**config.mk**
```make
export PLATFORM = sky130hd
export DESIGN_NAME = condunit_pipe_flat
export DESIGN_NICKNAME = d
export VERILOG_FILES = /design/src/rtl/cond_pkg.sv /design/src/rtl/condunit_pipe_if.sv /design/src/rtl/condunit_pipe_cond_eval.sv /design/src/rtl/condunit_pipe.sv /design/src/flat_wrapper.sv
export SDC_FILE = /design/constraint.sdc
export NUM_CORES = 1
export LEC_CHECK = 0
export BUFFER_PORTS_ARGS = -buffer_cell sky130_fd_sc_hd__buf_2
export CORE_MARGIN = 8
export CORE_UTILIZATION = 40
export DETAILED_ROUTE_END_ITERATION = 6
export GPL_TIMING_DRIVEN = 0
export PLACE_DENSITY = 0.76
export RECOVER_POWER = 50
export SETUP_SLACK_MARGIN = 0.2
export SYNTH_ARGS = -nofsm -noshare
export SYNTH_HDL_FRONTEND = slang
export SYNTH_SLANG_ARGS = --single-unit
```
**constraint.sdc**
```tcl
create_clock -name iClk -period 3.5 [get_ports iClk]
set_clock_uncertainty 0.15 [all_clocks]
set_input_delay 0.175 -clock iClk [delete_from_list [all_inputs] [get_ports iClk]]
set_output_delay 0.175 -clock iClk [all_outputs]
set_load 0.005 [all_outputs]
```
**src/rtl/cond_pkg.sv**
```systemverilog
// Shared types and constants for the pipelined condition unit.
// Flag bit positions follow the {N,Z,C,V} packing used by the ALU.
package cond_pkg;

  typedef enum logic [3:0] {
    EQ = 4'b0000, NE = 4'b0001, CS = 4'b0010, CC = 4'b0011,
    MI = 4'b0100, PL = 4'b0101, VS = 4'b0110, VC = 4'b0111,
    HI = 4'b1000, LS = 4'b1001, GE = 4'b1010, LT = 4'b1011,
    GT = 4'b1100, LE = 4'b1101, AL = 4'b1110, NV = 4'b1111
  } cond_e;

  localparam int N_IDX = 3;
  localparam int Z_IDX = 2;
  localparam int C_IDX = 1;
  localparam int V_IDX = 0;

  typedef logic [3:0] flags_t;

  // Expand a per-group enable vector (zero-extended to 4 bits) into a per-flag-bit mask.
  function automatic flags_t grp_mask(input logic [3:0] we, input int ngrp);
    flags_t m;
    m = '0;
    for (int b = 0; b < 4; b++) m[b] = we[2'((b * ngrp) / 4)];
    return m;
  endfunction

endpackage

```
**src/rtl/condunit_pipe_if.sv**
```systemverilog
// Pipeline-side bundle of the condition unit: E-stage controls in, gated enables and state out.
interface condunit_pipe_if #(
  parameter int NGRP = 2,
  parameter int CNTW = 16
);
  logic [3:0]      iCondE;
  logic [3:0]      iALUFlagsE;
  logic [NGRP-1:0] iFlagWE;
  logic            iPCSE;
  logic            iRegWE;
  logic            iMemWE;
  logic            iStallE;
  logic            iFlushE;
  logic            iSaveFlags;
  logic            iRestoreFlags;
  logic            iCntClr;
  logic            oCondExE;
  logic            oPCSrcE;
  logic            oRegWriteM;
  logic            oMemWriteM;
  logic            oCondUndefM;
  logic [3:0]      oFlags;
  logic [CNTW-1:0] oSkipCnt;

  modport slave (
    input  iCondE, iALUFlagsE, iFlagWE, iPCSE, iRegWE, iMemWE, iStallE, iFlushE,
           iSaveFlags, iRestoreFlags, iCntClr,
    output oCondExE, oPCSrcE, oRegWriteM, oMemWriteM, oCondUndefM, oFlags, oSkipCnt
  );

  modport master (
    output iCondE, iALUFlagsE, iFlagWE, iPCSE, iRegWE, iMemWE, iStallE, iFlushE,
           iSaveFlags, iRestoreFlags, iCntClr,
    input  oCondExE, oPCSrcE, oRegWriteM, oMemWriteM, oCondUndefM, oFlags, oSkipCnt
  );
endinterface

```
**src/rtl/condunit_pipe_cond_eval.sv**
```systemverilog
// Combinational evaluation of a 4-bit condition field against NZCV flags.
// The reserved encoding never executes and is reported separately.
module cond_eval
  import cond_pkg::*;
(
  input  logic [3:0] iCond,
  input  flags_t     iFlags,
  output logic       oCondEx,
  output logic       oUndef
);
  logic w_n, w_z, w_c, w_v, w_ge;

  assign w_n  = iFlags[N_IDX];
  assign w_z  = iFlags[Z_IDX];
  assign w_c  = iFlags[C_IDX];
  assign w_v  = iFlags[V_IDX];
  assign w_ge = (w_n == w_v);

  always_comb begin
    oCondEx = 1'b0;
    case (iCond)
      EQ:      oCondEx = w_z;
      NE:      oCondEx = ~w_z;
      CS:      oCondEx = w_c;
      CC:      oCondEx = ~w_c;
      MI:      oCondEx = w_n;
      PL:      oCondEx = ~w_n;
      VS:      oCondEx = w_v;
      VC:      oCondEx = ~w_v;
      HI:      oCondEx = w_c & ~w_z;
      LS:      oCondEx = ~(w_c & ~w_z);
      GE:      oCondEx = w_ge;
      LT:      oCondEx = ~w_ge;
      GT:      oCondEx = ~w_z & w_ge;
      LE:      oCondEx = ~(~w_z & w_ge);
      AL:      oCondEx = 1'b1;
      default: oCondEx = 1'b0;
    endcase
  end

  assign oUndef = (iCond == NV);
endmodule

```
**src/rtl/condunit_pipe.sv**
```systemverilog
// Pipelined conditional-execution unit: qualifies E-stage writes, owns the flags,
// the shadow flags, the M-stage enable register and the annulled-instruction counter.
module condunit_pipe
  import cond_pkg::*;
#(
  parameter int NGRP       = 2,
  parameter int CNTW       = 16,
  parameter int UNDEF_TRAP = 1
) (
  input logic              iClk,
  input logic              iReset,
  condunit_pipe_if.slave   bus
);
  localparam logic TRAP = (UNDEF_TRAP != 0);

  flags_t          r_flags;
  flags_t          r_shadow;
  logic            r_reg_wr_m;
  logic            r_mem_wr_m;
  logic            r_undef_m;
  logic [CNTW-1:0] r_cnt;

  logic   w_raw;
  logic   w_undef;
  logic   w_qual;
  logic   w_adv;
  flags_t w_mask;

  cond_eval u_cond_eval (
    .iCond   (bus.iCondE),
    .iFlags  (r_flags),
    .oCondEx (w_raw),
    .oUndef  (w_undef)
  );

  assign w_qual = w_raw & ~bus.iFlushE;
  assign w_adv  = ~bus.iFlushE & ~bus.iStallE;
  // A stalled instruction is re-evaluated next cycle, so it must not touch the flags yet.
  assign w_mask = grp_mask(4'(bus.iFlagWE), NGRP) & {4{w_qual & ~bus.iStallE}};

  always_ff @(posedge iClk or posedge iReset) begin
    if (iReset) begin
      r_flags  <= '0;
      r_shadow <= '0;
    end else begin
      if (bus.iRestoreFlags) r_flags <= r_shadow;
      else                   r_flags <= (r_flags & ~w_mask) | (bus.iALUFlagsE & w_mask);
      if (bus.iSaveFlags)    r_shadow <= r_flags;
    end
  end

  always_ff @(posedge iClk or posedge iReset) begin
    if (iReset) begin
      r_reg_wr_m <= 1'b0;
      r_mem_wr_m <= 1'b0;
      r_undef_m  <= 1'b0;
    end else begin
      r_reg_wr_m <= w_adv & bus.iRegWE & w_qual;
      r_mem_wr_m <= w_adv & bus.iMemWE & w_qual;
      r_undef_m  <= w_adv & TRAP & w_undef;
    end
  end

  always_ff @(posedge iClk or posedge iReset) begin
    if (iReset)                          r_cnt <= '0;
    else if (bus.iCntClr)                r_cnt <= '0;
    else if (w_adv & ~w_raw & ~&r_cnt)   r_cnt <= r_cnt + 1'b1;
  end

  assign bus.oCondExE    = w_qual;
  assign bus.oPCSrcE     = bus.iPCSE & w_qual;
  assign bus.oRegWriteM  = r_reg_wr_m;
  assign bus.oMemWriteM  = r_mem_wr_m;
  assign bus.oCondUndefM = r_undef_m;
  assign bus.oFlags      = r_flags;
  assign bus.oSkipCnt    = r_cnt;
endmodule

```
**src/flat_wrapper.sv**
```systemverilog
// flat-port wrapper written by rule: the top's interface ports become plain ports
module condunit_pipe_flat import cond_pkg::*;
#(
  parameter int NGRP       = 2,
  parameter int CNTW       = 16,
  parameter int UNDEF_TRAP = 1
)
  (iClk, iReset, bus_iCondE, bus_iALUFlagsE, bus_iFlagWE, bus_iPCSE, bus_iRegWE, bus_iMemWE, bus_iStallE, bus_iFlushE, bus_iSaveFlags, bus_iRestoreFlags, bus_iCntClr, bus_oCondExE, bus_oPCSrcE, bus_oRegWriteM, bus_oMemWriteM, bus_oCondUndefM, bus_oFlags, bus_oSkipCnt);
  condunit_pipe_if #(.NGRP(NGRP), .CNTW(CNTW)) bus_i ();
  input logic iClk;
  input logic iReset;
  input wire logic [$bits(bus_i.iCondE)-1:0] bus_iCondE;
  input wire logic [$bits(bus_i.iALUFlagsE)-1:0] bus_iALUFlagsE;
  input wire logic [$bits(bus_i.iFlagWE)-1:0] bus_iFlagWE;
  input wire logic [$bits(bus_i.iPCSE)-1:0] bus_iPCSE;
  input wire logic [$bits(bus_i.iRegWE)-1:0] bus_iRegWE;
  input wire logic [$bits(bus_i.iMemWE)-1:0] bus_iMemWE;
  input wire logic [$bits(bus_i.iStallE)-1:0] bus_iStallE;
  input wire logic [$bits(bus_i.iFlushE)-1:0] bus_iFlushE;
  input wire logic [$bits(bus_i.iSaveFlags)-1:0] bus_iSaveFlags;
  input wire logic [$bits(bus_i.iRestoreFlags)-1:0] bus_iRestoreFlags;
  input wire logic [$bits(bus_i.iCntClr)-1:0] bus_iCntClr;
  output wire logic [$bits(bus_i.oCondExE)-1:0] bus_oCondExE;
  output wire logic [$bits(bus_i.oPCSrcE)-1:0] bus_oPCSrcE;
  output wire logic [$bits(bus_i.oRegWriteM)-1:0] bus_oRegWriteM;
  output wire logic [$bits(bus_i.oMemWriteM)-1:0] bus_oMemWriteM;
  output wire logic [$bits(bus_i.oCondUndefM)-1:0] bus_oCondUndefM;
  output wire logic [$bits(bus_i.oFlags)-1:0] bus_oFlags;
  output wire logic [$bits(bus_i.oSkipCnt)-1:0] bus_oSkipCnt;
  assign bus_i.iCondE = bus_iCondE;
  assign bus_i.iALUFlagsE = bus_iALUFlagsE;
  assign bus_i.iFlagWE = bus_iFlagWE;
  assign bus_i.iPCSE = bus_iPCSE;
  assign bus_i.iRegWE = bus_iRegWE;
  assign bus_i.iMemWE = bus_iMemWE;
  assign bus_i.iStallE = bus_iStallE;
  assign bus_i.iFlushE = bus_iFlushE;
  assign bus_i.iSaveFlags = bus_iSaveFlags;
  assign bus_i.iRestoreFlags = bus_iRestoreFlags;
  assign bus_i.iCntClr = bus_iCntClr;
  assign bus_oCondExE = bus_i.oCondExE;
  assign bus_oPCSrcE = bus_i.oPCSrcE;
  assign bus_oRegWriteM = bus_i.oRegWriteM;
  assign bus_oMemWriteM = bus_i.oMemWriteM;
  assign bus_oCondUndefM = bus_i.oCondUndefM;
  assign bus_oFlags = bus_i.oFlags;
  assign bus_oSkipCnt = bus_i.oSkipCnt;
  condunit_pipe #(.NGRP(NGRP), .CNTW(CNTW), .UNDEF_TRAP(UNDEF_TRAP)) u_core (.iClk(iClk), .iReset(iReset), .bus(bus_i));
endmodule
```
Yosys cells after proc, flatten, opt, wreduce, memory -nomap -nowiden
Cells that the tools add are included.
{ "totals": {"regBits": 27, "latch_bits": 0, "mem_bits_rw": 0, "mem_bits_ro": 0, "input_bits": 20, "output_inout_bits": 25, "wordCells": 59, "memories": 0} }
{ "op_classes": {"addsub": 1, "mul": 0, "n_div": 0, "n_lt_le_gt_ge": 0, "eq_ne": 16, "shifts": 0, "muxes": 4, "bitwise_logic": 28, "reduce_logical": 4} }
{ "op_table": {"columns": ["cell", "n"], "rows": [
  ["$eq 4x4->1 const B", 8],
  ["$mux 16", 2],
  ["$add 16x1->16 const B", 1],
  ["$eq 4x3->1 const B", 4],
  ["$reduce_and 16->1", 1],
  ["$pmux 1 s15", 1],
  ["$and 1x1->1", 13],
  ["$and 4x4->4", 3],
  ["$not 1->1", 10],
  ["$eq 4x2->1 const B", 2],
  ["$eq 4x1->1 const B", 1],
  ["$logic_not 4->1", 1],
  ["$mux 4", 1],
  ["$not 4->4", 1],
  ["$or 4x4->4", 1],
  ["$reduce_bool 2->1", 1],
  ["$eq 1x1->1", 1],
  ["$logic_not 1->1", 1]
]} }

Depth between registers and ports, before layout
Gate-level depths: netlist (run 1).
{ "logic_depth": {"word_depth": 11, "depth_mapped": 9} }

Hierarchy
A second synthesis (run 1) with hierarchy kept.
{ "unflattened": {"hier_cells": 160, "area_unflattened_um2": 1597.8} }
{ "by_module_without_submodules": {"columns": ["module", "n_inst", "cells_per_inst", "area_each_um2"], "rows": [
  ["condunit_pipe", 1, 134, 1420.1],
  ["cond_eval", 1, 26, 177.7]
]} }

Worst setup path before layout (run 1)
OpenSTA, ideal clock, no wires.
{ "synth_timing": {"path_kind": "register to register", "start": "register (tool-made name)", "end": "register u_core.r_cnt[15] (netlist: u_core.bus.oSkipCnt[15])", "setup_ps": 128, "arrival_time_ps": 2222, "required_time_ps": 3222, "path_slack_ps": 1000, "stages_incl_launch_ff": 8, "path_buffers": 1, "path_cell_list": "dfrtp_1 xnor2_1 nor2_1 o311a_1 or3_4 buf_6 nor4b_2 mux2_1"} }
{ "synth_lines": {"columns": ["element", "line_no", "source"], "rows": [
  ["end signal, assigned", "condunit_pipe.sv:67", "else if (w_adv & ~w_raw & ~&r_cnt) r_cnt <= r_cnt + 1'b1;"],
  ["end, declared", "condunit_pipe.sv:21", "logic [CNTW-1:0] r_cnt;"]
]} }

==> qor.yml, run 1 <==
leakage_nw: 0.930
overflow: 0
die_w_um: 80.2
pwr-share-comb_pct: 24.4
synth_fp_nets: 199
pwr-share-clk_pct: 25.8
cts-buffers-inserted: 3
power.total_w: 0.000697
synth_top_area_share_pct: 41.0
reg2regPathDepth: 7
cp-end-kind: "flop"
yosys_warnings: 0
worst_pin_slew_ns: 0.981
clock-sinks: 27
fin_crit_sh_pct: 79.3
ys_seq_area_share_pct: 41.0
synth_top_area_cell: "dfrtp_1"
mappedNetlistArea_mm2: 0.00165
ys_types: 40
num_rows: 23
crit_arrival_ns: 2.82
drcViolationCount: 0
ys.flop_type: "dfrtp_1"
p_int_w: 0.000486
setup_violations: 0
routed-via-count: 1563
die_area_mm2: 0.00643
hpwl_um: 3150
power_density_mw_per_mm2: 353
place_congestion: 0.823
seq_area_um2: 676
cts_max_path_buffers: 2
drt_pass1_iterations: 4
synth_area_leaders: "dfrtp_1, o31ai_1, or4_1, a21oi_1, and3_1"
portBuffers: 39
wl_um: 4250
nNetsFinal: 246
grt_pass1_wl_um: 7070
grt_pass1_vias: 1560
drive_gt1_share_pct: 23.7
async_reset_ff_share_pct: 100
grt_use_total_pct: 13.4
finalMaxSlewViolations: 0
start_util_pct: 41.5
boundaryPins: 45
rsz0062_at_grt: "no"
ant_nets: 0
syn_inst: 178
swShare_pct: 30.3
path_clk_slew_ns: 0.09
core_area_mm2: 0.00397
area_delta_synth_final_pct: 19.9
num-fill-cells: 398
rr_endpoint: "u_core.bus.oSkipCnt[9]"
final_cell_area_mm2: 0.00198
clock.fmax_mhz: 361
avgSynthCellArea_um2: 9.26
seqPwrFrac_pct: 49.9
worst-path-max-fanout: 10
die_h_um: 80.2
violations: "negative hold slack"
slew_headroom_pct: 34.5
grt_max_degree: 28
via_per_inst: 5.70
wl_per_cell_um: 15.5
worstSetupStartpointType: "flop"
worst_hold_slack_ns: -0.0354
synth_edf_count: 0
postCtsSetupBuffers: 0
htreeDepth: 1
stdcell_count: 274
multiInputGateArea_um2: 821
setup_tns_ns: 0
cts_tree: "done"
status: "finished with violations"
critPathRequiredTime_ns: 3.55
clockRootBuffer: "clkbuf_8"
min_period_ns: 2.77
finalHoldViolations: 27
drt_iter0_drc: 109
dpl-instance-area_mm2: 0.00191
place_inst: 267
diodes: 0
maxCapViolCount: 0
r2r_setup_slack_ns: 0.73
synth.ff_latch_count: 27
vdd.ir_drop.worst_mv: 0.163
hold_class: "primary input to async pin"
critPathKind: "flop to flop"
switchingPower_w: 0.000211
antenna_found_initial: 0
clk_latency_ns: 0.27
-- Yosys cell counts, drive strengths merged, types with 5 or more instances --
cell type	n
dfrtp	27
buf	11
o31ai	12
nand2	12
nand3	7
nor2	5
a21oi	15
and3	8
inv	13
a31oi	6
or4	12
o21ai	8
-- layout make-up --
type,count,share of cell area (%)
well taps,50,3.16
clock buffers,4,2.28
inverters,13,2.47
repair buffers,42,11.1
plain buffers,14,5.25
multi-input cells,124,41.5
flip-flops and latches,27,34.2
-- worst max-delay path: stages (launching register included) --
cell and delay [ns]:
dfrtp_1 0.47, xnor2_1 0.36, nor2_1 0.10, o311a_1 0.36, or3_4 0.42, buf_6 0.15
or4_1 0.50, a21oi_1 0.18
-- what timing repair did --
item,4_1_cts,5_1_grt
hold buffers,3,0
resized for setup,0,0
hold endpoints to repair,6,0
-- stage by stage --
stage                     util (%)  setup slack (ns)
after global routing          49.8             0.592
after detailed placement      48.0             0.737
after global placement        48.0             0.848
after CTS                     49.9             0.718
final                         49.8             0.726
after floorplan                  -              1.00
-- worst max path at each step --
| stage | from | to | slack [ns] | cells after the start |
|---|---|---|---|---|
| finish | flop | u_core.bus.oSkipCnt[9] | 0.73 | 7 |
| global placement | flop | u_core.bus.oSkipCnt[15] | 0.85 | 7 |
| floorplan | flop | u_core.bus.oSkipCnt[15] | 1.00 | 7 |
| CTS | flop | u_core.bus.oSkipCnt[15] | 0.72 | 7 |
| global route | flop | u_core.bus.oSkipCnt[12] | 0.59 | 7 |
| detailed placement | flop | u_core.bus.oSkipCnt[15] | 0.74 | 7 |
-- power groups by stage --
stage	logic [W]	registers (W)	clock network (W)
after floorplan	0.000116	0.000349	0
after global placement	0.000165	0.000352	0
after detailed placement	0.000168	0.000354	0
after CTS	0.000171	0.000348	0.000181
after global routing	0.000189	0.000350	0.000199
final	0.000170	0.000347	0.000180
-- per-layer routing --
layer  global-route usage, %  share of wire (%)  vias to the layer above
met1                    16.9                 45                      737
met5                       0                  0                        -
li1                        -                  -                      765
met3                    3.13                7.4                        2
met4                    4.18               0.45                        0
met2                    22.2                 47                       59
-- cells in the final DEF, fill, tap and decap left out, types with 4 or more instances in the layout --
cell / n
a21oi_1: 15
a2bb2oi_1: 4
a31oi_1: 6
a41o_1: 4
and2_1: 4
and3_1: 8
buf_2: 38
buf_6: 4
clkbuf_1: 7
dfrtp_1: 27
dlygate4sd3_1: 4
inv_1: 13
nand2_1: 12
nand3_1: 7
nor2_1: 5
o21ai_0: 8
o31ai_1: 12
or4_1: 12
-- cells by family (layout without fill, tap and decap cells) --
family / count (synthesis) / in the layout / synth area share (%)
AO/OA/AOI/OAI: 55 / 55 / 22.8
XOR/XNOR: 1 / 1 / 0.531
adder cells (fa/ha/maj): 1 / 1 / 0.759
buffers and inverters: 27 / 73 / 9.26
flip-flops: 27 / 27 / 41.0
multiplexers: 4 / 4 / 2.66
AND/OR/NAND/NOR: 63 / 63 / 23.1
No activity file was read; power rests on OpenSTA's default activity.
==> run 2: changes to the inputs <==
==> constraint.sdc (replaced) <==
create_clock -name iClk -period 2.7 [get_ports iClk]
set_clock_uncertainty 0.15 [all_clocks]
set_input_delay 0.135 -clock iClk [delete_from_list [all_inputs] [get_ports iClk]]
set_output_delay 0.135 -clock iClk [all_outputs]
set_load 0.005 [all_outputs]
==> run 2 against run 1 <==
The run now ends clean. Combinational power up 65%. Clock-buffer cell count unchanged. Die area unchanged. Power up 38%. Wire length up 5.8%. Global-route usage up 0.56 points. Sequential share of layout area down 2.8 points. Register-to-register slack worse by 0.56 ns. Sequential power up 30%. Flip-flop and latch count unchanged. Largest cell class unchanged.
==> qor.yml, run 2 (synthesized netlist as in run 1, its figures left out) <==
core_area_mm2: 0.00397  # unchanged
status: "finished clean"  # was finished with violations
wl_per_cell_um: 16.0  # was 15.5 um
worstPathCellList: "xnor2_4, and3_4, o311a_1, or3_4, buf_6, or4_4, a21oi_2"  # was xnor2_1, nor2_1, o311a_1, or3_4, buf_6, or4_1, a21oi_1
setup_violations: 0  # unchanged
seqPwrFrac_pct: 46.7  # was 49.9%
clock.fmax_mhz: 395  # was 361 MHz
routed.top_layer: "met4"  # unchanged
pwr-share-clk_pct: 24.1  # was 25.8%
slowest_delay_ns: 0.51  # was 0.50 ns
min_period_ns: 2.53  # was 2.77 ns
clk_latency_ns: 0.27  # about the same
portBuffers: 39  # unchanged
wl_met3_um: 238  # was 316 um
final_common_cell: "dfrtp_1"  # was buf_2
place_inst: 267  # unchanged
worst_pin_slew_ns: 0.996  # was 0.981 ns
multiInputGateArea_um2: 945  # was 821 um^2
finalHoldViolations: 0  # was 27
critPathSlowestCell: "or4_4"  # was or4_1
rsz0062_at_grt: "yes"  # was no
vdd.ir_drop.worst_mv: 0.244  # was 0.163 mV
area_delta_synth_final_pct: 30.7  # was 19.9%
ant_nets: 0  # unchanged
nNetsFinal: 253  # was 246
die_h_um: 80.2  # unchanged
finalMaxSlewViolations: 0  # unchanged
grt_use_total_pct: 14.0  # was 13.4%
drive_gt1_share_pct: 29.9  # was 23.7%
hpwl_um: 3150  # unchanged
overflow: 0  # unchanged
via_per_inst: 5.65  # was 5.70
drt_pass1_iterations: 4  # unchanged
critPathRequiredTime_ns: 2.76  # was 3.55 ns
switchingPower_w: 0.000297  # was 0.000211 W
path_clk_slew_ns: 0.09  # about the same
dr_wl_met2_um: 2200  # was 2020 um
m1WireLength_um: 2040  # was 1900 um
routed-via-count: 1587  # was 1563
p_int_w: 0.000667  # was 0.000486 W
fin_crit_sh_pct: 93.9  # was 79.3%
seq_area_um2: 676  # unchanged
maxCapViolCount: 0  # unchanged
pwr-share-comb_pct: 29.2  # was 24.4%
cts_max_path_buffers: 2  # unchanged
slew_headroom_pct: 33.5  # was 34.5%
drcViolationCount: 0  # unchanged
crit_arrival_ns: 2.59  # was 2.82 ns
grt_max_degree: 28  # unchanged
hold_class: "primary input to flop"  # was primary input to async pin
grt_pass1_vias: 1578  # was 1560
stdcell_count: 281  # was 274
critPathKind: "flop to flop"  # unchanged
place_congestion: 0.823  # unchanged
clockRootBuffer: "clkbuf_8"  # unchanged
num-fill-cells: 378  # was 398
num_rows: 23  # unchanged
cp-end-kind: "flop"  # unchanged
clock-sinks: 27  # unchanged
cts-buffers-inserted: 3  # unchanged
start_util_pct: 41.5  # unchanged
pre_cts_slack_ns: -0.0628  # was 0.737 ns
worstSetupStartpointType: "flop"  # unchanged
power_density_mw_per_mm2: 447  # was 353 mW/mm^2
postLayoutSetupSlackWorst_ns: 0.166  # was 0.726 ns
cts_tree: "done"  # unchanged
leakage_nw: 0.948  # was 0.930 nW
antenna_found_initial: 0  # unchanged
htreeDepth: 1  # unchanged
die_w_um: 80.2  # unchanged
boundaryPins: 45  # unchanged
die_area_mm2: 0.00643  # unchanged
drt_iter0_drc: 120  # was 109
swShare_pct: 30.8  # was 30.3%
layout_common_cells: "dfrtp_1, buf_2, clkbuf_1"  # was buf_2, dfrtp_1, a21oi_1
grt_pass1_wl_um: 7360  # was 7070 um
setup_tns_ns: 0  # unchanged
worst-path-max-fanout: 10  # unchanged
diodes: 0  # unchanged
wl_um: 4490  # was 4250 um
run 2: path summary, 6_finish.rpt:
check                                    from                      end  slack, ns  depth (start not counted)
max in group asynchronous              iReset  u_core.bus.oSkipCnt[10]       1.31                          3
setup / recovery                         flop   u_core.bus.oSkipCnt[3]       0.17                          7
hold / removal                  bus_iCondE[1]   u_core.bus.oCondUndefM       0.03                          2
setup reg to reg                         flop   u_core.bus.oSkipCnt[3]       0.17                          7
min in group asynchronous              iReset       u_core.r_shadow[2]       0.49                          3
hold reg to reg            u_core.r_shadow[2]                     flop       0.38                          2
run 2: what timing repair did:
item / CTS / global route
setup endpoints to repair: 21 / 18
hold buffers: 5 / 0
endpoints found under the hold margin: 36 / 0
pin swaps: 9 / 2
resized for setup: 9 / 22
setup buffers: 4 / 1
run 2: through the flow:
step                area [um^2]  total power, W  hold slack [ns]  utilization [%]
global placement           1910        0.000670            0.215             48.0
global route               2150         0.00102           0.0302             54.3
CTS                        2070        0.000940           0.0245             52.1
floorplan                  1650        0.000602           0.0377                -
finish                     2150        0.000963           0.0266             54.3
detailed placement         1910        0.000677            0.224             48.0
run 2: metal layers:
layer | GRT usage [%] | up-vias
li1 | - | 777
met1 | 18.3 | 762
met2 | 22.6 | 46
met3 | 3.01 | 2
met4 | 3.82 | 0
met5 | 0 | -
run 2: area by class of cell:
cell class | instances | area share (%)
Multi-Input combinational cell | 124 | 43.8
Sequential cell | 27 | 31.4
Timing Repair Buffer | 49 | 12.3
Buffer | 14 | 5.28
Tap cell | 50 | 2.90
Inverter | 13 | 2.26
Clock buffer | 4 | 2.09
run 2: power by group through the flow:
stage	logic, W	clock network [W]	registers, W
after floorplan	0.000150	0	0.000452
after global placement	0.000214	0	0.000456
after detailed placement	0.000218	0	0.000459
after CTS	0.000257	0.000235	0.000448
after global routing	0.000309	0.000257	0.000454
final	0.000281	0.000232	0.000450
run 2: critical path: cells and delay by family (launching register included):
kind,cells,cell delay [ns]
AO/OA/AOI/OAI,2,0.44
buffers and inverters,1,0.15
flip-flops,1,0.47
XOR/XNOR,1,0.19
AND/OR/NAND/NOR,3,1.07
